[src/rtl/puf_pkg.sv]
// Shared types and helpers for the PUF scan-chain model.
// FSM states, response-function encodings and a per-bit response helper.
package puf_pkg;

  typedef enum logic [2:0] {
    IDLE,
    LOAD,
    READY,
    EVAL,
    UNLOAD
  } puf_state_e;

  localparam int PUF_MODE_ORAND = 0;
  localparam int PUF_MODE_XOR   = 1;

  // Returns {up, down} for one bit; b_rot is bit i of rotl1(B), i.e. B[i-1].
  function automatic logic [1:0] resp_bit(
    input int   mode,
    input logic a,
    input logic b,
    input logic b_rot
  );
    logic [1:0] r;
    if (mode == PUF_MODE_XOR)
      r = {a ^ b, ~(a ^ b_rot)};
    else
      r = {a | b, a & b};
    return r;
  endfunction

endpackage

[src/rtl/puf_shift_reg.sv]
// Right-shift register with serial input and parallel load.
// Load takes priority over shift; the bit at index 0 leaves first.
module puf_shift_reg #(
  parameter int W = 128
) (
  input  logic         clk,
  input  logic         reset_n,
  input  logic         en,
  input  logic         si,
  input  logic         ld,
  input  logic [W-1:0] d,
  output logic [W-1:0] q
);

  // Whole-word load or single-bit right shift, never both.
  always_ff @(posedge clk or negedge reset_n) begin
    if (!reset_n)
      q <= '0;
    else if (ld)
      q <= d;
    else if (en)
      q <= {si, q[W-1:1]};
  end

endmodule

[src/rtl/puf_scan_model_p.sv]
// Cycle-accurate stand-in for the PUF scan-chain interface.
// Serial challenge load, timed evaluation, serial response unload.
module puf_scan_model_p
  import puf_pkg::*;
#(
  parameter int CHAL_W      = 128,
  parameter int EVAL_CYCLES = 4,
  parameter int MODE        = 0,
  parameter int CNT_W       = $clog2(CHAL_W + 1)
) (
  input  logic clk,
  input  logic reset_n,
  input  logic ca_si,
  input  logic cb_si,
  input  logic ph_en,
  input  logic trig,
  input  logic out_en,
  output logic so_up,
  output logic so_not_up,
  output logic so_down,
  output logic so_not_down,
  output logic ca_out,
  output logic cb_out,
  output logic busy,
  output logic chal_full,
  output logic resp_valid,
  output logic err
);

  localparam int EW = $clog2(EVAL_CYCLES) + 1;
  localparam logic [CNT_W-1:0] FULL = CNT_W'(CHAL_W);
  localparam logic [EW-1:0] E_LD = EW'(EVAL_CYCLES - 1);

  puf_state_e state;

  logic trig_q;
  logic trig_rise;
  logic shift_in;
  logic shift_out;
  logic load_resp;
  logic bad;
  logic unload_done;

  logic [CNT_W-1:0] cnt;
  logic [CNT_W-1:0] cnt_nxt;
  logic [CNT_W-1:0] ucnt;
  logic [EW-1:0]    ecnt;

  logic [CHAL_W-1:0] a_q;
  logic [CHAL_W-1:0] b_q;
  logic [CHAL_W-1:0] up_q;
  logic [CHAL_W-1:0] dn_q;
  logic [CHAL_W-1:0] up_d;
  logic [CHAL_W-1:0] dn_d;
  logic              unused_resp;

  assign trig_rise = trig & ~trig_q;

  // Decide which request acts this cycle and which is refused.
  always_comb begin
    shift_in  = 1'b0;
    shift_out = 1'b0;
    load_resp = 1'b0;
    bad       = 1'b0;
    unique case (state)
      IDLE, LOAD: begin
        shift_in = ph_en;
        bad      = trig_rise | out_en;
      end
      READY: begin
        shift_in = ph_en & ~trig_rise;
        bad      = (ph_en & trig_rise) | out_en;
      end
      EVAL: begin
        load_resp = (ecnt == '0);
        bad       = trig_rise | ph_en | out_en;
      end
      UNLOAD: begin
        shift_out = out_en;
        bad       = trig_rise | ph_en;
      end
      default: ;
    endcase
  end

  // Saturating count of challenge bits shifted in.
  always_comb begin
    cnt_nxt = cnt;
    if (shift_in && cnt != FULL)
      cnt_nxt = cnt + 1'b1;
  end

  assign unload_done = shift_out && (ucnt == FULL - 1'b1);

  puf_shift_reg #(.W(CHAL_W)) u_chal_a (
    .clk(clk), .reset_n(reset_n), .en(shift_in), .si(ca_si),
    .ld(1'b0), .d('0), .q(a_q)
  );

  puf_shift_reg #(.W(CHAL_W)) u_chal_b (
    .clk(clk), .reset_n(reset_n), .en(shift_in), .si(cb_si),
    .ld(1'b0), .d('0), .q(b_q)
  );

  for (genvar i = 0; i < CHAL_W; i++) begin : g_resp
    localparam int J = (i == 0) ? CHAL_W - 1 : i - 1;
    assign {up_d[i], dn_d[i]} = resp_bit(MODE, a_q[i], b_q[i], b_q[J]);
  end

  puf_shift_reg #(.W(CHAL_W)) u_resp_up (
    .clk(clk), .reset_n(reset_n), .en(shift_out), .si(1'b0),
    .ld(load_resp), .d(up_d), .q(up_q)
  );

  puf_shift_reg #(.W(CHAL_W)) u_resp_dn (
    .clk(clk), .reset_n(reset_n), .en(shift_out), .si(1'b0),
    .ld(load_resp), .d(dn_d), .q(dn_q)
  );

  assign unused_resp = ^{up_q[CHAL_W-1:1], dn_q[CHAL_W-1:1]};

  assign so_up       = up_q[0];
  assign so_not_up   = ~up_q[0];
  assign so_down     = dn_q[0];
  assign so_not_down = ~dn_q[0];
  assign ca_out      = a_q[0];
  assign cb_out      = b_q[0];

  // Control FSM with registered status flags and error pulse.
  always_ff @(posedge clk or negedge reset_n) begin
    if (!reset_n) begin
      state      <= IDLE;
      trig_q     <= 1'b0;
      cnt        <= '0;
      ucnt       <= '0;
      ecnt       <= '0;
      busy       <= 1'b0;
      chal_full  <= 1'b0;
      resp_valid <= 1'b0;
      err        <= 1'b0;
    end else begin
      trig_q    <= trig;
      err       <= bad;
      cnt       <= unload_done ? '0 : cnt_nxt;
      chal_full <= unload_done ? 1'b0 : (cnt_nxt == FULL);
      unique case (state)
        IDLE: begin
          if (ph_en)
            state <= LOAD;
        end
        LOAD: begin
          if (cnt_nxt == FULL)
            state <= READY;
        end
        READY: begin
          if (trig_rise) begin
            state <= EVAL;
            ecnt  <= E_LD;
            busy  <= 1'b1;
          end
        end
        EVAL: begin
          if (ecnt == '0) begin
            state      <= UNLOAD;
            resp_valid <= 1'b1;
            busy       <= 1'b0;
            ucnt       <= '0;
          end else begin
            ecnt <= ecnt - 1'b1;
          end
        end
        UNLOAD: begin
          if (shift_out)
            ucnt <= ucnt + 1'b1;
          if (unload_done) begin
            state      <= IDLE;
            resp_valid <= 1'b0;
          end
        end
        default: state <= IDLE;
      endcase
    end
  end

endmodule

[config.mk]
export PLATFORM = sky130hd
export DESIGN_NAME = puf_scan_model_p
export DESIGN_NICKNAME = d
export VERILOG_FILES = /design/src/rtl/puf_pkg.sv /design/src/rtl/puf_shift_reg.sv /design/src/rtl/puf_scan_model_p.sv
export SDC_FILE = /design/constraint.sdc
export NUM_CORES = 1
export LEC_CHECK = 0
export BUFFER_PORTS_ARGS = -buffer_cell sky130_fd_sc_hd__buf_4
export CAP_MARGIN = 25
export CORE_MARGIN = 4
export CORE_UTILIZATION = 31
export CTS_CLUSTER_DIAMETER = 200
export DETAILED_ROUTE_END_ITERATION = 10
export PLACE_DENSITY = 0.56
export SLEW_MARGIN = 20
export SYNTH_ARGS = -nofsm -noshare
export SYNTH_HDL_FRONTEND = slang
export SYNTH_SLANG_ARGS = --single-unit
[constraint.sdc]
create_clock -name clk -period 2.5 [get_ports clk]
set_input_delay 0.5 -clock clk [delete_from_list [all_inputs] [get_ports clk]]
set_output_delay 0.5 -clock clk [all_outputs]
set_load 0.01 [all_outputs]
==> metrics <==
remaining global-route overflow 0; detailed-route DRC error count 0; Max FO, Critical Path 6; Clock transition at path regs 0.06 ns; final count of hold timing violations 0; Max clock buf depth 3; HPWL Detailed 27760 um; crit path capture type register; worst hold slack about 0.096 ns; layout cell share with drive strength beyond 1 7.140%; Max Cap Viol 0; async set-reset flop share out of synthesis between 90% and 100%; routed wire length 48890 um; Final Max Slew Viols 0; Main synth FF type dfrtp_1; core area between 70000 and 80000 sq um; Seq cells post-synth ~540; fin nets 2619; Pwr Density roughly 730 nW/um^2; routed vias/inst between 4 and 5; Inserted Clock Buffers 59; PnR worst setup slack ~0.16 ns; Final min period around 2.3 ns; most common cell after layout, fill and taps aside nand2_1; Final Skew between 0.02 and 0.025 ns; pre-CTS setup slack 0.1607 ns; clk_lat worst skew 0.61 ns; die area around 78000 sq um; TritonCTS clock tree yes; RSZ-0062 raised after global routing false; # clock sinks around 540; Slew HR a little under three fifths; register area share after synthesis about 60%; synth warn 0; Syn Area/Cell 8.589 sq um; Lkg Pwr ~13 nW; met2 usage approximately a fifth; vias post-DR about 17000; Clock Tree Root clkbuf_16; gr usage total between 10% and 20%; Worst EP required around 3.0 ns; slew at the pin closest to its max-slew limit approximately 0.66 ns; diode count 0; routing usage on met3 around 2.3%; drt first pass iters 7; commonest cells after routing, fill and taps aside nand2_1, dfrtp_1, a31oi_1; Post-Syn Instances around 2600; Util after Layout a little over a third; Post-synth EDFFs 0; Cell Area, Synth roughly 23000 sq um; Distinct cells, synth 43; Area Overhead vs Synth 15.92%; Starting DRT DRC Count ~1300; final worst-path cycle share 93.69%; vias in the first global route ~17000; Routability Congestion just over 0.7; initial core utilization 31.49%; syn nets 2651; Antenna Nets Post-Route 0; GRT Max-Usage Layer met2; startpoint types register; Finished Cell Area ~26000 sq um; FMAX 426.9 MHz; Post-Layout Cell Count roughly 3600; area post-placement around 24000 sq um; Synth top area share between 50 and 60%; Port Buf Inserts 16; largest net degree at the start of global routing about 120; worst min-delay path class in -> reg; final setup violation count 0; setup TNS 0 ns; WL/cell between 10 and 15 um; H-tree depth 2; initial antenna violation count 0; status finished, final reports clean; Synth area leaders dfrtp_1, nand2_1, a31oi_1; Inst Count DP 3494; kind of critical path reg -> reg; Synth area leader dfrtp_1; post-CTS sizing 0; critical path arrival ~2.8 ns; peak supply drop approximately 0.56 mV; Ports 17; M1 GR Usage ~18%; Power Total between 15 and 20 mW; die height around 280 um; Die Wd between 200 and 300 um; first-pass GRT wire length roughly 86000 um; cell row count roughly 100
critical path: stages, from the launching register on:
cell and delay [ns]:
dfrtp_1 0.43, or4b_4 0.54, or4_4 0.45, a211oi_2 0.25, o221ai_2 0.14, o41a_1 0.41
Yosys cell counts, types with 3 or more instances:
master    number
nand2_1     1290
xnor2_1        5
buf_1         12
inv_1         10
nor3_1       129
nor2_1        21
xor2_1         6
a211oi_1       3
nand4_1        5
nand2b_1       3
dfrtp_1      539
o21ai_0       10
ha_1           5
or3_1          3
and3_1         4
clkbuf_1     163
nand3_1       11
nand3b_1       3
a21oi_1      135
a31oi_1      254
nor2b_1        6
area by class of cell:
cell class	count	area (sq um)
clock buffers	74	1623
clock inverters	27	402.9
fillers	7233	45700
inverters	10	37.54
multi-input cells	1914	8524
flip-flops and latches	539	13490
well taps	950	1189
repair buffers	83	1011
cell families (layout without fill, tap and decap cells):
logic type	after synthesis	count (layout)	synth area share, %
xor gates and xnor gates	11	11	0.4250
buffers and inverters	186	194	3.097
adders and majority gates	5	5	0.2760
and+or+nand+nor	1480	1480	25.70
DFF	539	539	59.51
muxes	1	1	0.04416
AOI/OAI and AO/OA	417	417	10.95
registers in the layout, summed over array words and instances (netlist names), 3 cells and up:
name,flops
u_chal_a.q,128
ecnt,3
state,3
u_chal_b.q,128
u_resp_up.q,128
ucnt,8
cnt,8
u_resp_dn.q,128
report_power, final:
group	internal [mW]	switching, mW	total [mW]
logic	0.230	0.530	0.759
clock network	5.58	3.54	9.13
registers	8.92	0.242	9.17
layer usage:
layer	up-vias	part of all wire, %
met5	-	0
met1	8463	51
met2	149	45
li1	8668	-
met4	0	1.6
met3	63	3.0
path summary, 6_finish.rpt:
| check | start | endpoint | slack, ns | depth (start not counted) |
|---|---|---|---|---|
| setup / recovery | cnt[5] | state[0] | 0.16 | 5 |
| max in group asynchronous | reset_n | u_resp_up.q[104] | 1.26 | 3 |
| min in group asynchronous | reset_n | u_chal_b.q[76] | 0.41 | 2 |
| setup reg to reg | cnt[5] | state[0] | 0.16 | 5 |
| hold / removal | ca_si | u_chal_a.q[127] | 0.1 | 3 |
| hold reg to reg | u_resp_dn.q[127] | u_resp_dn.q[126] | 0.48 | 2 |
timing repair:
action / CTS / global route
hold endpoints to repair: 35 / 0
hold buffers: 2 / 0
buffers inserted: 0 / 0
setup endpoints to repair: 0 / 0
No activity file was read; power rests on OpenSTA's default activity.
